[config.mk]
export PLATFORM = sky130hd
export DESIGN_NAME = z_buffer_mem
export DESIGN_NICKNAME = d
export VERILOG_FILES = /design/src/rtl/z_buffer_mem.sv
export SDC_FILE = /design/constraint.sdc
export NUM_CORES = 1
export LEC_CHECK = 0
export ABC_AREA = 1
export CORE_UTILIZATION = 63
export DETAILED_ROUTE_END_ITERATION = 10
export PLACE_DENSITY = 0.95
export SLEW_MARGIN = 20
export SYNTH_ARGS = -nofsm -noshare
export SYNTH_HDL_FRONTEND = slang
export SYNTH_SLANG_ARGS = --single-unit
[constraint.sdc]
create_clock -name clk_i -period 3.8 [get_ports clk_i]
set_input_delay 0.57 -clock clk_i [delete_from_list [all_inputs] [get_ports clk_i]]
set_output_delay 0.57 -clock clk_i [all_outputs]
set_load 0.02 [all_outputs]
[src/rtl/z_buffer_mem.sv]
// On-chip depth buffer answering the depth-test block's read/write handshakes.
// Every entry is swept to the far value (all ones) after reset and on clear_i.
//
// state     | meaning
// ----------+---------------------------------------------------------------
// S_INIT    | sweep writes all ones to entry cnt, busy_o high
// S_IDLE    | waiting for clear, write or read request (in that priority)
// S_RD_WAIT | read latency down-counter running
// S_RD_RESP | data_r_valid high, holding data until data_r_ready
// S_WR_ACK  | data_w_ready high for one cycle; write commits on this edge
module z_buffer_mem #(
  parameter int                   Z_SIZE    = 8,
  parameter int                   X_RES     = 4,
  parameter int                   Y_RES     = 4,
  parameter int                   DEPTH     = X_RES * Y_RES,
  parameter int                   ADDR_SIZE = 32,
  parameter logic [ADDR_SIZE-1:0] BASE_ADDR = '0,
  parameter int                   READ_LAT  = 1
) (
  input  logic                 clk_i,
  input  logic                 rst_ni,
  input  logic                 buf_r_w,
  input  logic [ADDR_SIZE-1:0] buf_addr,
  input  logic [Z_SIZE-1:0]    buf_data_w,
  output logic [Z_SIZE-1:0]    buf_data_r,
  input  logic                 data_r_ready,
  output logic                 data_r_valid,
  input  logic                 data_w_valid,
  output logic                 data_w_ready,
  input  logic                 clear_i,
  output logic                 busy_o,
  output logic                 addr_err_o
);

  localparam int                   IDX_W     = (DEPTH > 1) ? $clog2(DEPTH) : 1;
  localparam logic [ADDR_SIZE-1:0] DEPTH_A   = ADDR_SIZE'(DEPTH);
  localparam logic [IDX_W-1:0]     LAST_IDX  = IDX_W'(DEPTH - 1);
  localparam logic [1:0]           WAIT_LOAD = (READ_LAT > 1) ? 2'(READ_LAT - 2) : 2'd0;

  localparam logic [2:0] S_INIT    = 3'd0;
  localparam logic [2:0] S_IDLE    = 3'd1;
  localparam logic [2:0] S_RD_WAIT = 3'd2;
  localparam logic [2:0] S_RD_RESP = 3'd3;
  localparam logic [2:0] S_WR_ACK  = 3'd4;

  logic [2:0]           state;
  logic [IDX_W-1:0]     cnt;
  logic [IDX_W-1:0]     rd_idx;
  logic                 rd_ok;
  logic [1:0]           wait_cnt;
  logic                 rvalid_q;
  logic [Z_SIZE-1:0]    rdata_q;
  logic                 err_q;

  logic [Z_SIZE-1:0]    mem [DEPTH];

  logic [ADDR_SIZE-1:0] addr_off;
  logic                 in_range;
  logic [IDX_W-1:0]     cur_idx;
  logic [IDX_W-1:0]     rd_sel_idx;
  logic                 rd_sel_ok;
  logic [Z_SIZE-1:0]    rd_word;
  logic                 mem_we;
  logic [IDX_W-1:0]     mem_wa;
  logic [Z_SIZE-1:0]    mem_wd;

  always_comb begin
    addr_off = buf_addr - BASE_ADDR;
    in_range = (buf_addr >= BASE_ADDR) && (addr_off < DEPTH_A);
    cur_idx  = addr_off[IDX_W-1:0];
  end

  // Single-cycle reads come straight from the live address; longer ones use the capture.
  always_comb begin
    rd_sel_idx = (state == S_IDLE) ? cur_idx  : rd_idx;
    rd_sel_ok  = (state == S_IDLE) ? in_range : rd_ok;
    rd_word    = rd_sel_ok ? mem[rd_sel_idx] : '1;
  end

  always_comb begin
    mem_we = 1'b0;
    mem_wa = cur_idx;
    mem_wd = buf_data_w;
    if (state == S_INIT) begin
      mem_we = 1'b1;
      mem_wa = cnt;
      mem_wd = '1;
    end else if (state == S_WR_ACK) begin
      mem_we = data_w_valid && in_range;
    end
  end

  always_ff @(posedge clk_i) begin
    if (mem_we) mem[mem_wa] <= mem_wd;
  end

  always_ff @(posedge clk_i or negedge rst_ni) begin
    if (!rst_ni) begin
      state    <= S_INIT;
      cnt      <= '0;
      rd_idx   <= '0;
      rd_ok    <= 1'b0;
      wait_cnt <= '0;
      rvalid_q <= 1'b0;
      rdata_q  <= '0;
      err_q    <= 1'b0;
    end else begin
      case (state)
        S_INIT: begin
          cnt <= cnt + 1'b1;
          if (cnt == LAST_IDX) state <= S_IDLE;
        end
        S_IDLE: begin
          if (clear_i) begin
            err_q <= 1'b0;
            cnt   <= '0;
            state <= S_INIT;
          end else if (!buf_r_w && data_w_valid) begin
            state <= S_WR_ACK;
          end else if (buf_r_w && data_r_ready) begin
            rd_idx <= cur_idx;
            rd_ok  <= in_range;
            if (READ_LAT > 1) begin
              wait_cnt <= WAIT_LOAD;
              state    <= S_RD_WAIT;
            end else begin
              rvalid_q <= 1'b1;
              rdata_q  <= rd_word;
              if (!rd_sel_ok) err_q <= 1'b1;
              state    <= S_RD_RESP;
            end
          end
        end
        S_RD_WAIT: begin
          if (wait_cnt == 2'd0) begin
            rvalid_q <= 1'b1;
            rdata_q  <= rd_word;
            if (!rd_sel_ok) err_q <= 1'b1;
            state    <= S_RD_RESP;
          end else begin
            wait_cnt <= wait_cnt - 1'b1;
          end
        end
        S_RD_RESP: begin
          if (data_r_ready) begin
            rvalid_q <= 1'b0;
            state    <= S_IDLE;
          end
        end
        S_WR_ACK: begin
          if (data_w_valid && !in_range) err_q <= 1'b1;
          state <= S_IDLE;
        end
        default: begin
          cnt   <= '0;
          state <= S_INIT;
        end
      endcase
    end
  end

  assign buf_data_r   = rdata_q;
  assign data_r_valid = rvalid_q;
  assign data_w_ready = (state == S_WR_ACK);
  assign busy_o       = (state == S_INIT);
  assign addr_err_o   = err_q;

endmodule
# After elaboration in Yosys (flattened, before gate mapping)
# Memories as Yosys holds them, arrays and structs flattened.
# Cells that the tools add are included.
# W data, S select, Z words.
[totals]
word_cells = 89
out_inout_bits = 12
mem_count = 1
in_bits = 46
register_bits = 24
mem_bits_rw = 128
[classes]
reduce_logical = 20
magnitude_cmp = 2
addsub = 2
n_bitwise = 4
n_mux = 36
n_eq_ne = 16
[mem_list]
columns = ["name", "depth", "width", "read_ports", "rd_clocked_by_memory_dff", "write_ports", "line_no", "rtl"]
rows = [
  ["mem", 16, 8, 1, 0, 1, "55", "logic [Z_SIZE-1:0] mem [DEPTH];"],
]
[ops]
columns = ["cell", "count"]
rows = [
  ["$mux W8", 6],
  ["$ge A32 B1 Y1 const B", 1],
  ["$lt A32 B5 Y1 const B", 1],
  ["$mux W3", 6],
  ["$mux W1", 16],
  ["$pmux W8 S2", 1],
  ["$pmux W3 S5", 1],
  ["$mux W4", 3],
  ["$pmux W4 S3", 1],
  ["$ne A2 B2 Y1 const B", 5],
  ["$reduce_and A5 Y1", 2],
  ["$reduce_and A4 Y1", 2],
  ["$eq A3 B2 Y1 const B", 2],
  ["$ne A2 B1 Y1 const B", 3],
  ["$pmux W1 S3", 2],
  ["$reduce_and A6 Y1", 1],
  ["$reduce_bool A3 Y1", 2],
  ["$logic_and A1 B1 Y1", 5],
  ["$add A4 B1 Y4 const B", 1],
  ["$eq A4 B4 Y1 const B", 1],
  ["$ne A4 B2 Y1 const B", 1],
  ["$not A1 Y1", 4],
  ["$reduce_and A2 Y1", 2],
  ["$eq A3 B1 Y1 const B", 1],
  ["other kinds (9)", 10],
]

# Longest topological paths before layout
# Gate-level depths: netlist (run 1).
[logic_depth]
depth_word = 8
ltp_mapped = 13
ltp_nobuf = 11

# Least setup slack after synthesis (run 1)
# No wires, ideal clock.
[synth_path]
kind = "register -> register"
startpoint = "reg state[0]"
endpoint = "mem mem[0][0] (enable)"
synth_period_minus_slack_ps = 2399
n_path_buf = 1
setup_slack_ps = 1401
stages_incl_launch_ff = 9
arrival_ps = 2029
cell_sequence = "dfrtp_1 buf_4 nor2_2 inv_2 nor2_1 nand2_1 o21ai_0 nand3_1 nor2_1"
[synth_via]
elab_chain_cells = 5
word_cells_on_any_way = 7
cone_classes = "eq/ne: 1; mux: 5; reduce/logical: 1"
[synth_lines]
columns = ["element", "line_no", "rtl"]
rows = [
  ["start: declaration", "46", "logic [2:0] state;"],
  ["start signal: assignment", "99", "state <= S_INIT;"],
  ["start signal: assignment", "111", "if (cnt == LAST_IDX) state <= S_IDLE;"],
  ["start signal: assignment", "117", "state <= S_INIT;"],
  ["$eq A3 B3 Y1", "-", ""],
  ["via data_w_ready", "29", "output logic data_w_ready,"],
  ["$mux W1", "88", "end else if (state == S_WR_ACK) begin"],
  ["$mux W1", "84", "if (state == S_INIT) begin"],
  ["$mux W1", "94", "if (mem_we) mem[mem_wa] <= mem_wd;"],
  ["$mux W1 (not written as such)", "94", ""],
  ["end: declaration", "55", ""],
]
# The timed path passes the listed nets, and every way through them passes these cells.

# Worst setup path in the final report (run 1)
[layout_path]
startpoint = "reg state[0]"
endpoint = "mem mem[5][6] (enable)"
[layout_via]
elab_chain_cells = 5
word_cells_on_any_way = 7
cone_classes = "eq/ne: 1; mux: 5; reduce/logical: 1"
[layout_lines]
columns = ["element", "line_no"]
rows = [
  ["$eq A3 B3 Y1", "88"],
  ["$mux W1", "88"],
  ["$mux W1", "84"],
  ["$mux W1", "94"],
  ["$mux W1 (not written as such)", "94"],
]
# Parallel ways exist; a longest one is shown, timed or not.

==> results of run 1 <==
==> final cells by class <==
type | count | area share, %
Sequential cell | 152 | 52.2
Multi-Input combinational cell | 415 | 23.5
Inverter | 169 | 7.45
Timing Repair Buffer | 63 | 7.17
Clock buffer | 24 | 6.42
Tap cell | 140 | 2.06
Clock inverter | 8 | 1.18
Antenna cell | 1 | 0.0294
==> worst max-delay path, cell delays in order (launching register included) <==
cell     delay [ps]
dfrtp_1         500
nor2_2          260
inv_2            70
nor2_1          210
nand2_1          80
o21ai_0         510
nand3_1         390
nor2_1          630
==> power groups by stage <==
| stage | registers (mW) | logic, mW | clock network, mW |
|---|---|---|---|
| global route | 2.37 | 2.98 | 1.88 |
| global placement | 2.36 | 2.48 | 0 |
| finish | 2.36 | 2.79 | 1.81 |
| floorplan | 2.36 | 1.96 | 0 |
| detailed placement | 2.37 | 2.59 | 0 |
| CTS | 2.35 | 2.68 | 1.80 |
==> routing by layer <==
layer,track usage (%),up-vias
li1,-,2577
met1,43.6,2614
met2,52.9,511
met3,10.8,110
met4,21.0,0
met5,0,-
==> per-stage QoR <==
step	worst slack (ps)	instances	instance area, µm²	total power [mW]
after floorplan	1400	764	7290	4.31
after global placement	813	939	7870	4.84
after detailed placement	707	939	7870	4.96
after CTS	914	971	8510	6.84
after global routing	612	972	8510	7.23
final	790	972	8510	6.96
==> cells in the final DEF (no fill, tap or decap), types with 2 or more instances in the layout <==
master / n
o21ai_1: 2
clkdlybuf4s50_1: 56
or2_2: 10
edfxtp_1: 128
nor2_1: 44
o22ai_1: 2
ha_1: 2
o21ai_4: 4
clkbuf_16: 21
inv_4: 2
nor3_1: 2
buf_4: 6
nand2_1: 144
clkinv_2: 2
nand4_1: 3
bufinv_16: 2
inv_2: 6
nand3_1: 167
a21oi_1: 3
dfrtp_1: 24
nor2_2: 2
o21ai_0: 13
nand2_2: 2
nand2_4: 2
inv_1: 163
clkbuf_1: 2
nand3_2: 2
==> cell families (layout without fill, tap and decap cells) <==
logic type	Yosys count	in the layout	share of synthesized area, %
adders and majority gates	2	2	0.343
and+or+nand+nor	383	383	24.0
AOI/OAI and AO/OA	29	29	2.88
buffers and inverters	197	264	11.7
DFF	152	152	60.9
other	0	1	0
xor gates and xnor gates	1	1	0.120
==> synth_stat cells (4+ instances only) <==
cell type	n
inv_2	6
o21ai_4	4
clkbuf_1	4
nand2_1	144
nand3_1	167
edfxtp_1	128
buf_2	7
inv_1	163
nor2_1	44
or2_2	10
dfrtp_1	24
buf_4	9
o21ai_0	13
buf_6	7
==> worst min path at each step <==
stage | end | cells after the start | from | slack, ps
CTS | rd_ok | 2 | rd_ok | 500
detailed placement | wait_cnt[0] | 1 | wait_cnt[0] | 470
global placement | wait_cnt[0] | 1 | wait_cnt[0] | 460
finish | buf_data_r[3] | 1 | rst_ni | 120
global route | buf_data_r[1] | 1 | rst_ni | 160
floorplan | addr_err_o | 0 | rst_ni | 270
==> flip-flops by register name, indices dropped and copies added, names as in the netlist <==
register	count
wait_cnt	2
state	3
buf_data_r	8
mem	128
cnt	4
rd_ok	1
data_r_valid	1
addr_err_o	1
rd_idx	4
==> results.sh, run 1 <==
export IMPL_finClkSkew_ps=6.92
export IMPL_globalplace_congestion=0.939
export IMPL_power_switching_mw=2.82
export IMPL_timing_fmax_mhz=332
export IMPL_syn_num_nets=812
export IMPL_dp_hpwl_mm=11.7
export IMPL_worstSetupPathType="reg2reg"
export IMPL_cp_required_ps=3860
export IMPL_antenna_found_initial=1
export IMPL_power_frac_clock_pct=26.0
export IMPL_synthCells=764
export IMPL_async_flop_share_pct=15.8
export IMPL_worst_r2r_endpoint="mem[5][6]"
export IMPL_relSlewSlack_pct=41.2
export IMPL_cts_resized=0
export IMPL_wl_met2_mm=8.73
export IMPL_finalHoldViolations=0
export IMPL_overflow=0
export IMPL_yosysUniqueCellTypes=36
export IMPL_synth_seq_area_share_pct=60.9
export IMPL_seqCellArea_um2=4440
export IMPL_yosys_warnings=0
export IMPL_synth_seq_cells=152
export IMPL_htree_levels=4
export IMPL_drc=0
export IMPL_hold_worst_slack_ps=124
export IMPL_intPower_mw=4.14
export IMPL_netlist_area_um2=7290
export IMPL_post_cts_buffers=0
export IMPL_status="finished clean"
export IMPL_fp_dieArea_um2=12000
export IMPL_power_density_nw_per_um2=818
export IMPL_via_count=5812
export IMPL_leakagePower_nw=3.76
export IMPL_ant_nets=0
export IMPL_crit_fanout=8
export IMPL_rows=38
export IMPL_pin_count=58
export IMPL_drt_iter0_markers=965
export IMPL_met1_length_mm=6.61
export IMPL_cts_tree="yes"
export IMPL_fill_cells=617
export IMPL_synth_area_per_cell_um2=9.54
export IMPL_yosys_area_top_type="edfxtp_1"
export IMPL_cts_buffers=17
export IMPL_cp_start_kind="flop"
export IMPL_rr_worst_depth=7
export IMPL_post_route_period_util_pct=79.2
export IMPL_path_clk_slew_ps=60
export IMPL_worstMarginPinSlew_ps=879
export IMPL_startpoint="state[0]"
export IMPL_multiInputGateArea_um2=2000
export IMPL_track_usage_pct=34.7
export IMPL_hold_buffers=0
export IMPL_dr_pass1_iters=9
export IMPL_grt_pass1_vias=5592
export IMPL_routedWlPerCell_um=19.6
export IMPL_power_frac_comb_pct=40.1
export IMPL_wl_met3_mm=2.63
export IMPL_start_util_pct=65.8
export IMPL_die_h_um=110
export IMPL_r2r_setup_slack_ps=790
export IMPL_clk_latency_ps=430
export IMPL_min_period_ps=3010
export IMPL_nets=866
export IMPL_r2r_start="state[0]"
export IMPL_grt_setup_unrepaired="false"
export IMPL_core_region_area_um2=11100
export IMPL_ir_worst_vdd_mv=0.771
export IMPL_synthFlopType="edfxtp_1"
export IMPL_postLayoutCoreUtil_pct=76.8
export IMPL_drive_gt1_share_pct=8.30
export IMPL_grt_max_degree=33
export IMPL_cts_buffer_depth=2
export IMPL_crit_end="mem[5][6]"
export IMPL_grt_pass1_wl_mm=29.3
export IMPL_cts_root_buf="clkbuf_16"
export IMPL_synth_area_top_cells="edfxtp_1 53%, nand3_1 11%, inv_1 8.4%"
export IMPL_endpoint_kind="flop"
export IMPL_switching_share_pct=40.6
export IMPL_setup_viol=0
export IMPL_viasPerCell=5.98
export IMPL_report_final_slew_viol_count=0
export IMPL_synth_edf_count=128
export IMPL_drv_cap=0
export IMPL_holdCritPathClass="in2async"
export IMPL_die_x_um=110
export IMPL_p_seq_share_pct=33.9
export IMPL_tns_ps=0
export IMPL_area_growth_syn_to_layout_pct=16.7
export IMPL_cp_arrival_ps=3070
export IMPL_portBuffers=57
export IMPL_clkSinkCount=152
export IMPL_synth_top_area_share_pct=52.7
export IMPL_drt_wl_total_mm=19.0
export IMPL_top_layer="met4"
Note: power is estimated with default switching activity, not from simulation.
==> run 2: changes to the inputs <==
CORE_UTILIZATION = 53   (was 63)
PLACE_DENSITY = 0.88   (was 0.95)
clock period = 2.5 ns   (was 3.8 ns; I/O delays follow)
==> results.sh, run 2 (synthesis gave the netlist of run 1 again) <==
export IMPL_status="finished clean"
export IMPL_r2r_setup_slack_ps=130
export IMPL_post_cts_buffers=0
export IMPL_clkSinkCount=152
export IMPL_grt_busiest_layer="met2"
export IMPL_antenna_cells=0
export IMPL_antenna_found_initial=0
export IMPL_endpoint_kind="output pin"
export IMPL_setup_viol=0
export IMPL_crit_fanout=7
export IMPL_viasPerCell=5.65
export IMPL_tns_ps=0
export IMPL_drive_gt1_share_pct=10.8
export IMPL_routedWlPerCell_um=18.9
export IMPL_rows=42
export IMPL_holdCritPathClass="in2async"
export IMPL_drt_iter0_markers=880
export IMPL_cp_required_ps=2120
export IMPL_track_usage_pct=28.9
export IMPL_overflow=0
export IMPL_largest_register="mem"
export IMPL_stdcell_area_um2=8800
export IMPL_cts_buffer_depth=2
export IMPL_fill_cells=966
export IMPL_area_growth_syn_to_layout_pct=20.7
export IMPL_grt_max_degree=49
export IMPL_worst_r2r_endpoint="buf_data_r[3]"
export IMPL_clk_latency_ps=430
export IMPL_rr_worst_depth=12
export IMPL_finClkSkew_ps=6.28
export IMPL_via_count=5815
export IMPL_cp_start_kind="flop"
export IMPL_pin_count=58
export IMPL_layout_setup_ws_ps=84.5
export IMPL_path_clk_slew_ps=60
export IMPL_core_region_area_um2=13300
export IMPL_die_x_um=119
export IMPL_worstSetupPathType="reg2out"
export IMPL_grt_setup_unrepaired="false"
export IMPL_drt_wl_total_mm=19.4
export IMPL_cp_arrival_ps=2040
export IMPL_start_util_pct=54.6
export IMPL_grt_pass1_vias=5761
export IMPL_htree_levels=4
export IMPL_post_route_period_util_pct=96.6
export IMPL_r2r_start="state[2]"
export IMPL_drv_cap=0
export IMPL_nets=888
export IMPL_leakagePower_nw=3.89
export IMPL_grtUsageMet1_pct=36.7
export IMPL_finalHoldViolations=0
export IMPL_portBuffers=57
export IMPL_ir_worst_vdd_mv=0.926
export IMPL_post_dp_cell_area_um2=8130
export IMPL_largest_reg_flops=128
export IMPL_drc=0
export IMPL_mostFrequentLayoutCells="167 x nand3_1, 163 x inv_1, 144 x nand2_1"
export IMPL_min_period_ps=2420
export IMPL_power_mw=11.0
export IMPL_dp_hpwl_mm=11.5
export IMPL_grt_pass1_wl_mm=30.2
export IMPL_report_final_slew_viol_count=0
export IMPL_final_common_cell="nand3_1"
export IMPL_met2_usage_pct=45.0
export IMPL_relSlewSlack_pct=60.6
export IMPL_power_density_nw_per_um2=1250
export IMPL_fp_dieArea_um2=14200
export IMPL_die_h_um=119
export IMPL_use_met3_pct=6.80
export IMPL_pre_cts_ws_ps=70.2
export IMPL_cts_root_buf="clkbuf_16"
export IMPL_dr_pass1_iters=8
export IMPL_timing_fmax_mhz=414
export IMPL_ant_nets=0
export IMPL_globalplace_congestion=0.896
export IMPL_cts_buffers=17
export IMPL_cts_tree="yes"
export IMPL_worstMarginPinSlew_ps=584
==> run 2: cell count changes in the layout (fill, tap and decap cells not counted), sizes merged <==
cell,previous run,this run
buf,7,28
clkbuf,24,18
bufinv,2,6
dlygate4sd2,0,1
diode,1,0
clkinvlp,0,2
==> run 2: routing by layer <==
layer	vias up	wire, µm
met5	-	0
met4	0	1040
met3	101	2340
met2	454	8990
met1	2640	7060
li1	2620	-
==> run 2: power breakdown <==
group / internal, mW / switching [mW]
Sequential: 3.38 / 0.189
Combinational: 1.38 / 3.12
Clock: 1.88 / 1.04
==> run 2: through the flow <==
stage / hold slack (ps) / util (%) / instances
floorplan: 79.4 / - / 764
global placement: 458 / 60.9 / 997
detailed placement: 466 / 60.9 / 997
CTS: 307 / 65.9 / 1029
global route: 333 / 66.0 / 1029
finish: 307 / 66.0 / 1029
==> run 2: how the worst max path moves through the flow <==
stage / startpoint / end / slack, ps / cells after the start
floorplan: state[0] / mem[0][0] / 100 / 8
global placement: buf_addr[25] / mem[9][5] / 90 / 10
detailed placement: buf_addr[25] / mem[1][1] / 70 / 10
CTS: state[0] / data_w_ready / 20 / 5
global route: state[0] / data_w_ready / 40 / 5
finish: state[0] / data_w_ready / 80 / 5
==> run 2: worst max-delay path, cell delays in order (launching register included) <==
cell             delay (ps)
dfrtp_2                 490
nor2_4                  180
inv_2                    60
nor2_1                  140
buf_4                   140
clkdlybuf4s50_1         590
==> run 2: cell type report <==
cell class | count | area (µm²) | area share [%]
Clock buffer | 18 | 429 | 4.87
Tap cell | 176 | 220 | 2.50
Multi-Input combinational cell | 415 | 2000 | 22.7
Timing Repair Buffer | 85 | 830 | 9.42
Sequential cell | 152 | 4450 | 50.5
Clock inverter | 14 | 244 | 2.77
Inverter | 169 | 634 | 7.20
==> run 2: repair_timing <==
| item | in CTS | in global routing |
|---|---|---|
| resized for setup | 1 | 2 |
| hold buffers | 0 | 0 |
| setup endpoints to repair | 1 | 1 |
| endpoints found under the hold margin | 0 | 0 |
